===== src/rtl/div32_pkg.sv =====
// Shared definitions for the sequential divider: FSM state encodings and
// the quotient value reported on a divide by zero.
package div32_pkg;

  localparam int DIV_WIDTH = 32;

  // Divider control states, shared with the ALU/control decode.
  typedef enum logic [1:0] {
    DIV_IDLE = 2'd0,
    DIV_RUN  = 2'd1,
    DIV_DONE = 2'd2
  } div_state_e;

  // Quotient reported when the divisor is zero (all ones).
  localparam logic [DIV_WIDTH-1:0] DIV_DBZ_QUOTIENT = '1;

endpackage


===== src/rtl/div32_step.sv =====
// One combinational restoring-division step: shift the next dividend bit
// into the partial remainder, trial-subtract the divisor, keep the
// difference only when it did not go negative.
module div32_step #(
  parameter int WIDTH = 32
) (
  input  logic [WIDTH-1:0] r,
  input  logic             q_msb,
  input  logic [WIDTH-1:0] d,
  output logic [WIDTH-1:0] r_next,
  output logic             qbit
);

  logic [WIDTH:0] t;
  logic [WIDTH:0] diff;

  // The shifted remainder needs WIDTH+1 bits so the compare stays exact for
  // divisors up to 2^WIDTH-1. Since t < 2*d, a negative result always sets
  // the top bit of the WIDTH+1 bit difference, which serves as the borrow.
  always_comb begin
    t      = {r, q_msb};
    diff   = t - {1'b0, d};
    qbit   = ~diff[WIDTH];
    r_next = qbit ? diff[WIDTH-1:0] : t[WIDTH-1:0];
  end

endmodule


===== src/rtl/div32.sv =====
// Sequential unsigned restoring divider, one quotient bit per clock,
// behind a start/busy/done handshake.
module div32
  import div32_pkg::*;
#(
  parameter int WIDTH = DIV_WIDTH
) (
  input  logic             clock,
  input  logic             reset,
  input  logic             start,
  input  logic [WIDTH-1:0] a,
  input  logic [WIDTH-1:0] b,
  output logic             busy,
  output logic             done,
  output logic [WIDTH-1:0] quotient,
  output logic [WIDTH-1:0] remainder,
  output logic             div_by_zero
);

  localparam int CW = $clog2(WIDTH);

  div_state_e       state_reg, state_next;
  logic [WIDTH-1:0] r_reg, q_reg, d_reg;
  logic [CW-1:0]    count_reg;
  logic             busy_reg, done_reg, dbz_reg;
  logic [WIDTH-1:0] quotient_reg, remainder_reg;

  logic [WIDTH-1:0] r_next;
  logic             qbit;
  logic [WIDTH-1:0] q_shifted;

  // Partial remainder stays below the divisor, so WIDTH bits hold it.
  div32_step #(.WIDTH(WIDTH)) u_step (
    .r      (r_reg),
    .q_msb  (q_reg[WIDTH-1]),
    .d      (d_reg),
    .r_next (r_next),
    .qbit   (qbit)
  );

  assign q_shifted = {q_reg[WIDTH-2:0], qbit};

  // State register.
  always_ff @(posedge clock or posedge reset) begin
    if (reset) state_reg <= DIV_IDLE;
    else       state_reg <= state_next;
  end

  // Next-state decode; DONE accepts a new start so issue can be back to back.
  always_comb begin
    state_next = state_reg;
    case (state_reg)
      DIV_IDLE, DIV_DONE: begin
        if (start) state_next = (b != '0) ? DIV_RUN : DIV_DONE;
        else       state_next = DIV_IDLE;
      end
      DIV_RUN: begin
        if (count_reg == '0) state_next = DIV_DONE;
      end
      default: state_next = DIV_IDLE;
    endcase
  end

  // Working registers, iteration counter and held results.
  always_ff @(posedge clock or posedge reset) begin
    if (reset) begin
      r_reg         <= '0;
      q_reg         <= '0;
      d_reg         <= '0;
      count_reg     <= '0;
      busy_reg      <= 1'b0;
      done_reg      <= 1'b0;
      dbz_reg       <= 1'b0;
      quotient_reg  <= '0;
      remainder_reg <= '0;
    end else begin
      busy_reg <= (state_next == DIV_RUN);
      done_reg <= (state_next == DIV_DONE);
      case (state_reg)
        DIV_IDLE, DIV_DONE: begin
          if (start) begin
            if (b != '0) begin
              r_reg     <= '0;
              q_reg     <= a;
              d_reg     <= b;
              count_reg <= CW'(WIDTH - 1);
            end else begin
              // Divide by zero completes immediately without iterating.
              quotient_reg  <= '1;
              remainder_reg <= a;
              dbz_reg       <= 1'b1;
            end
          end
        end
        DIV_RUN: begin
          r_reg     <= r_next;
          q_reg     <= q_shifted;
          count_reg <= count_reg - CW'(1);
          if (count_reg == '0) begin
            quotient_reg  <= q_shifted;
            remainder_reg <= r_next;
            dbz_reg       <= 1'b0;
          end
        end
        default: ;
      endcase
    end
  end

  assign busy        = busy_reg;
  assign done        = done_reg;
  assign quotient    = quotient_reg;
  assign remainder   = remainder_reg;
  assign div_by_zero = dbz_reg;

endmodule

===== config.mk =====
export PLATFORM = sky130hd
export DESIGN_NAME = div32
export DESIGN_NICKNAME = d
export VERILOG_FILES = /design/src/rtl/div32_pkg.sv /design/src/rtl/div32_step.sv /design/src/rtl/div32.sv
export SDC_FILE = /design/constraint.sdc
export NUM_CORES = 1
export LEC_CHECK = 0
export CORE_MARGIN = 4
export CORE_UTILIZATION = 59
export CTS_BUF_LIST = sky130_fd_sc_hd__clkbuf_4 sky130_fd_sc_hd__clkbuf_8 sky130_fd_sc_hd__clkbuf_16
export DETAILED_ROUTE_END_ITERATION = 16
export PLACE_DENSITY_LB_ADDON = 0.1
export SYNTH_ARGS = -nofsm -noshare
export SYNTH_HDL_FRONTEND = slang
export SYNTH_SLANG_ARGS = --single-unit

===== constraint.sdc =====
create_clock -name clock -period 9.68 [get_ports clock]
set_clock_uncertainty 0.15 [all_clocks]
set_input_delay 2.42 -clock clock [delete_from_list [all_inputs] [get_ports clock]]
set_output_delay 2.42 -clock clock [all_outputs]
set_load 0.02 [all_outputs]

; ---- Word-level counts from Yosys, hierarchy flattened
; Cells that the tools add are included.
[classes]
reduce_logical = 8
n_bitwise = 1
n_eq_ne = 8
muxes = 26
add_sub_neg = 2
[op_table]
columns = op, n
row1 = $mux 32, 11
row2 = $pmux 32 s2, 4
row3 = $sub 33x32->33, 1
row4 = $reduce_bool 32->1, 1
row5 = $mux 5, 2
row6 = $pmux 5 s2, 1
row7 = $ne 2x2->1 const B, 4
row8 = $mux 2, 3
row9 = $reduce_and 3->1, 2
row10 = $logic_not 5->1, 1
row11 = $sub 5x1->5 const B, 1
row12 = $eq 2x1->1 const B, 2
row13 = $eq 2x2->1 const B, 2
row14 = $pmux 2 s2, 1
row15 = $reduce_and 4->1, 1
row16 = $mux 1, 3
row17 = $logic_not 2->1, 1
row18 = $pmux 1 s2, 1
row19 = $reduce_bool 2->1, 1
row20 = $reduce_or 2->1, 1
row21 = $not 1->1, 1
[totals]
out_inout_bits = 67
reg_bits = 170
in_bits = 67

; ---- Depth between registers and ports, before layout
[depth]
depth_word = 5
depth_mapped = 14
mapped_depth_nobuf = 12

; ---- Hierarchy
; Synthesis repeated with hierarchy kept, for this count alone.
[unflattened]
cells_unflattened = 895
area_unflattened_um2 = 9475.3
[modules_own_cells]
columns = mod, area_each_um2, cells_each, instances
row1 = div32, 7116.8, 590, 1
row2 = div32_step, 2358.5, 305, 1

; ---- Least setup slack after synthesis
; OpenSTA, ideal clock, no wires.
[synth_timing]
kind = input to register
from = input b[25]
to = register d_reg[0]
setup_slack_ps = 5392
setup_ps = 125
required_time_ps = 9405
arrival_ps = 4013
cell_stages = 7
cell_sequence = nor4_1 > nand4_1 > nor2_1 > or2_2 > clkbuf_1 > buf_1 > mux2_2
[synth_between]
elab_chain_len = 2
[synth_lines]
columns = item, line_no
row1 = from (decl), div32.sv:12  ; input logic [WIDTH-1:0] b,
row2 = $reduce_bool 32->1, div32.sv:82  ; if (b != '0) begin
row3 = $reduce_and 3->1 (no line), -
row4 = to (signal assigned), div32.sv:69  ; d_reg <= '0;
row5 = to (signal assigned), div32.sv:85  ; d_reg <= b;
row6 = to (decl), div32.sv:23  ; logic [WIDTH-1:0] r_reg, q_reg, d_reg;
; Every way passes these cells.
; A chain may end at the register's enable or synchronous reset.

; ---- Final worst setup path
[layout_timing]
from = input b[8]
to = register remainder_reg[27] (netlist: remainder[27])
[layout_between]
elab_chain_len = 3
[layout_lines]
columns = item, line_no
row1 = $reduce_bool 32->1, div32.sv:82
row2 = $ne 2x2->1 (no line), -
row3 = $reduce_and 4->1 (no line), -
row4 = to (signal assigned), div32.sv:101  ; remainder_reg <= r_next;
row5 = to (decl), div32.sv:26  ; logic [WIDTH-1:0] quotient_reg, remainder_reg;
; Every way passes these cells.

==> flow_metrics.py <==
metrics = {
    "power": {
        "seq_power_share": 0.274,
        "power_density_nw_per_um2": 414,
        "intPower_mw": 2.52,
        "p_leak_nw": 5.02,
        "p_comb_frac": 0.583,
        "vdd_drop_max_mv": 0.221,
        "p_sw_frac": 0.457,
        "clkPwrFrac": 0.143,
        "p_sw_mw": 2.12,
    },
    "timing": {
        "fmax_mhz": 191,
        "relSlewSlack": 0.304,
        "slew_viol_final": 0,
        "tightest_slew_ns": 1.04,
        "setup_viol": 0,
        "fin_crit_sh": 0.540,
        "hold_slack_ns": 0.337,
        "grt_setup_unrepaired": "no",
        "min_period_ns": 5.22,
        "final-hold-violation-count": 0,
        "finalSetupTns_ns": 0,
    },
    "clock_network": {
        "clockRootBuffer": "clkbuf_16",
        "cts_tree": "done",
        "postCtsSetupBuffers": 0,
        "numCtsBuffers": 17,
        "htreeDepth": 4,
        "hold_buffers": 0,
        "numClockSinks": 170,
        "clk_path_buf_depth": 2,
        "post_cts_resized": 0,
        "clock_latency_ns": 0.44,
        "clk_pin_slew_worst_paths_ns": 0.07,
    },
    "floorplan": {
        "io_pins": 134,
        "rows": 45,
        "dieArea_um2": 17700,
        "start_util": 0.605,
        "die_w_um": 133,
        "die_h_um": 133,
        "core_um2": 15300,
    },
    "synth": {
        "syn_area_per_cell_um2": 9.79,
        "synth-seq-cells": 170,
        "async_flop_share": 1.00,
        "synth_nets": 1045,
        "ys_types": 65,
        "synth_top_flop_cell": "dfrtp_1",
        "yosysSeqAreaShare": 0.461,
        "ys_warn_count": 0,
        "syn_inst": 943,
        "synth_edf_count": 0,
        "synthesis.area_um2": 9230,
    },
    "critical_path": {
        "path_cells": "clkdlybuf4s50_1 -> nor4_1 -> nand4_1 -> nor2_1 -> o21ai_2 -> buf_4 -> inv_2 -> o21ai_0 -> nand2_1 -> o31ai_1 -> a31oi_1",
        "cp.arrival_ns": 5.43,
        "cp_data_required_time_ns": 9.89,
        "slowest_stage": "inv_2",
        "path_delay_family": "buffers and inverters",
        "critPathMaxFanout": 67,
        "path_class": "input port to register",
        "worst_setup_path_start_kind": "input port",
        "cp_num_buf_inv": 3,
        "endpoint_kind": "register",
        "r2r-start": "count_reg[0]",
        "critPathMaxStageDelay_ns": 0.79,
        "critPathLaunch": "b[8]",
    },
    "worst_hold_path": {
        "min_from": "quotient[28]",
        "min_path_type": "register to register",
    },
    "drt": {
        "routed_wl_mm": 22.9,
        "wire_per_inst_um": 18.2,
        "drc": 0,
        "antenna_left": 0,
        "dr.pass1.iters": 5,
        "viasPerCell": 5.98,
        "drt_iter0_drc": 628,
        "routed-via-count": 7558,
    },
    "place": {
        "port_buffers": 133,
        "gp_congestion": 0.912,
        "dp_hpwl_mm": 16.3,
    },
    "global_route": {
        "antenna_found_initial": 0,
        "grt_pass1_wl_mm": 37.4,
        "grtUsageTotal": 0.262,
        "grt-ovfl-total": 0,
        "grt_max_degree": 90,
        "grt_pass1_vias": 7167,
    },
    "finish": {
        "nets": 1141,
        "syn_to_final_growth_pct": 21.4,
        "drive_gt1_frac": 0.0827,
        "antennaDiodeCount": 0,
    },
    "outcome": {
        "outcome": "finished clean",
    },
    "flow_run": {
        "maxCapViolations": 0,
    },
}
==> layout make-up <==
| cell class | count | area, µm² |
|---|---|---|
| Tap cell | 211 | 264 |
| Sequential cell | 170 | 4250 |
| Clock inverter | 14 | 140 |
| Multi-Input combinational cell | 666 | 4560 |
| Inverter | 45 | 174 |
| Clock buffer | 18 | 433 |
| Timing Repair Buffer | 139 | 1380 |
| Fill cell | 1153 | 4050 |
==> kinds of logic (layout without fill, tap and decap cells) <==
group | after synthesis | after routing | synth area share
AOI/OAI and AO/OA | 275 | 275 | 0.192
and+or+nand+nor | 244 | 244 | 0.129
DFF | 170 | 170 | 0.461
buffers and inverters | 107 | 216 | 0.0466
muxes | 87 | 87 | 0.0990
adders and majority gates | 35 | 35 | 0.0483
xor gates and xnor gates | 25 | 25 | 0.0237
==> placed cells by master, fill, tap and decap left out, drive strengths merged, types with 4 or more instances in the layout <==
| cell type | count |
|---|---|
| a211oi | 9 |
| a21o | 12 |
| a21oi | 56 |
| a22oi | 5 |
| a31oi | 13 |
| and2 | 7 |
| and3 | 31 |
| buf | 6 |
| clkbuf | 18 |
| clkdlybuf4s50 | 133 |
| clkinv | 6 |
| dfrtp | 170 |
| ha | 34 |
| inv | 50 |
| mux2 | 34 |
| mux2i | 53 |
| nand2 | 82 |
| nand3 | 29 |
| nand4 | 9 |
| nor2 | 39 |
| nor3 | 15 |
| nor4 | 11 |
| o211ai | 10 |
| o21ai | 100 |
| o21bai | 4 |
| o22a | 31 |
| o2bb2ai | 5 |
| o31ai | 6 |
| or3 | 5 |
| xnor2 | 15 |
| xor2 | 10 |
==> path summary, 6_finish.rpt <==
kind	end	cells past startpoint	slack [ns]
worst max-delay path	remainder[27]	11	4.46
worst min-delay path	quotient[28]	1	0.34
worst max register to register	remainder[27]	12	5.53
worst min register to register	quotient[28]	1	0.34
max in group asynchronous	r_reg[19]	3	5.92
min in group asynchronous	d_reg[6]	2	2.31
==> through the flow <==
step	power [mW]	setup slack [ns]	cell area, µm²	utilization	std cells
finish	4.64	4.46	11200	0.734	1263
global route	4.98	4.07	11200	0.734	1263
CTS	4.63	4.43	11200	0.734	1263
detailed placement	3.95	3.97	10600	0.697	1231
global placement	3.89	4.03	10600	0.697	1231
floorplan	3.19	2.51	9230	-	943
==> worst reg2reg max path, stage by stage, from the launching register on <==
cell and delay, ns:
dfrtp_1 0.38, inv_1 0.13, ha_1 0.17, nor4b_1 0.51, nand2_2 0.73, nand2_1 0.27, o21ai_2 0.07, buf_4 0.25
inv_2 0.80, o21ai_0 0.25, nand2_1 0.14, o31ai_1 0.07, a31oi_1 0.17
==> power groups by stage <==
stage | Sequential (mW) | Clock, mW | Combinational, mW
after floorplan | 1.33 | 0 | 1.86
after global placement | 1.26 | 0 | 2.62
after detailed placement | 1.28 | 0 | 2.68
after CTS | 1.27 | 0.672 | 2.69
after global routing | 1.31 | 0.698 | 2.98
final | 1.27 | 0.663 | 2.70
==> cells in the mapped netlist (3+ instances only) <==
master | instances | share of area
a21o_1 | 12 | 0.0098
o21ai_0 | 97 | 0.053
nand3_1 | 29 | 0.016
a21oi_1 | 55 | 0.030
xnor2_1 | 15 | 0.014
mux2i_1 | 53 | 0.057
o22a_1 | 31 | 0.029
o2bb2ai_1 | 5 | 0.0047
or4_1 | 3 | 0.0024
nor2b_1 | 3 | 0.0020
buf_6 | 3 | 0.0037
a211oi_1 | 8 | 0.0065
nand4_1 | 9 | 0.0061
nor3_1 | 15 | 0.0081
buf_1 | 4 | 0.0016
a22oi_1 | 5 | 0.0041
nor4_1 | 11 | 0.0075
clkbuf_1 | 52 | 0.021
o31ai_1 | 6 | 0.0049
or3_1 | 4 | 0.0027
and4_1 | 3 | 0.0028
xor2_1 | 10 | 0.0095
o211ai_1 | 9 | 0.0073
o21bai_1 | 4 | 0.0033
and3_1 | 31 | 0.021
dfrtp_1 | 170 | 0.46
ha_1 | 34 | 0.046
mux2_2 | 34 | 0.041
and2_1 | 5 | 0.0034
nand2_1 | 82 | 0.033
o21ai_1 | 3 | 0.0016
nor2_1 | 39 | 0.016
o21a_1 | 3 | 0.0024
a31oi_1 | 13 | 0.0088
inv_1 | 45 | 0.018
==> per-layer routing <==
| layer | track usage | share of wire | vias up |
|---|---|---|---|
| li1 | - | - | 3624 |
| met1 | 0.399 | 0.47 | 3662 |
| met5 | 0 | 0 | - |
| met4 | 0.0727 | 0.015 | 0 |
| met3 | 0.0399 | 0.059 | 27 |
| met2 | 0.391 | 0.45 | 245 |
No activity file was read; power rests on OpenSTA's default activity.
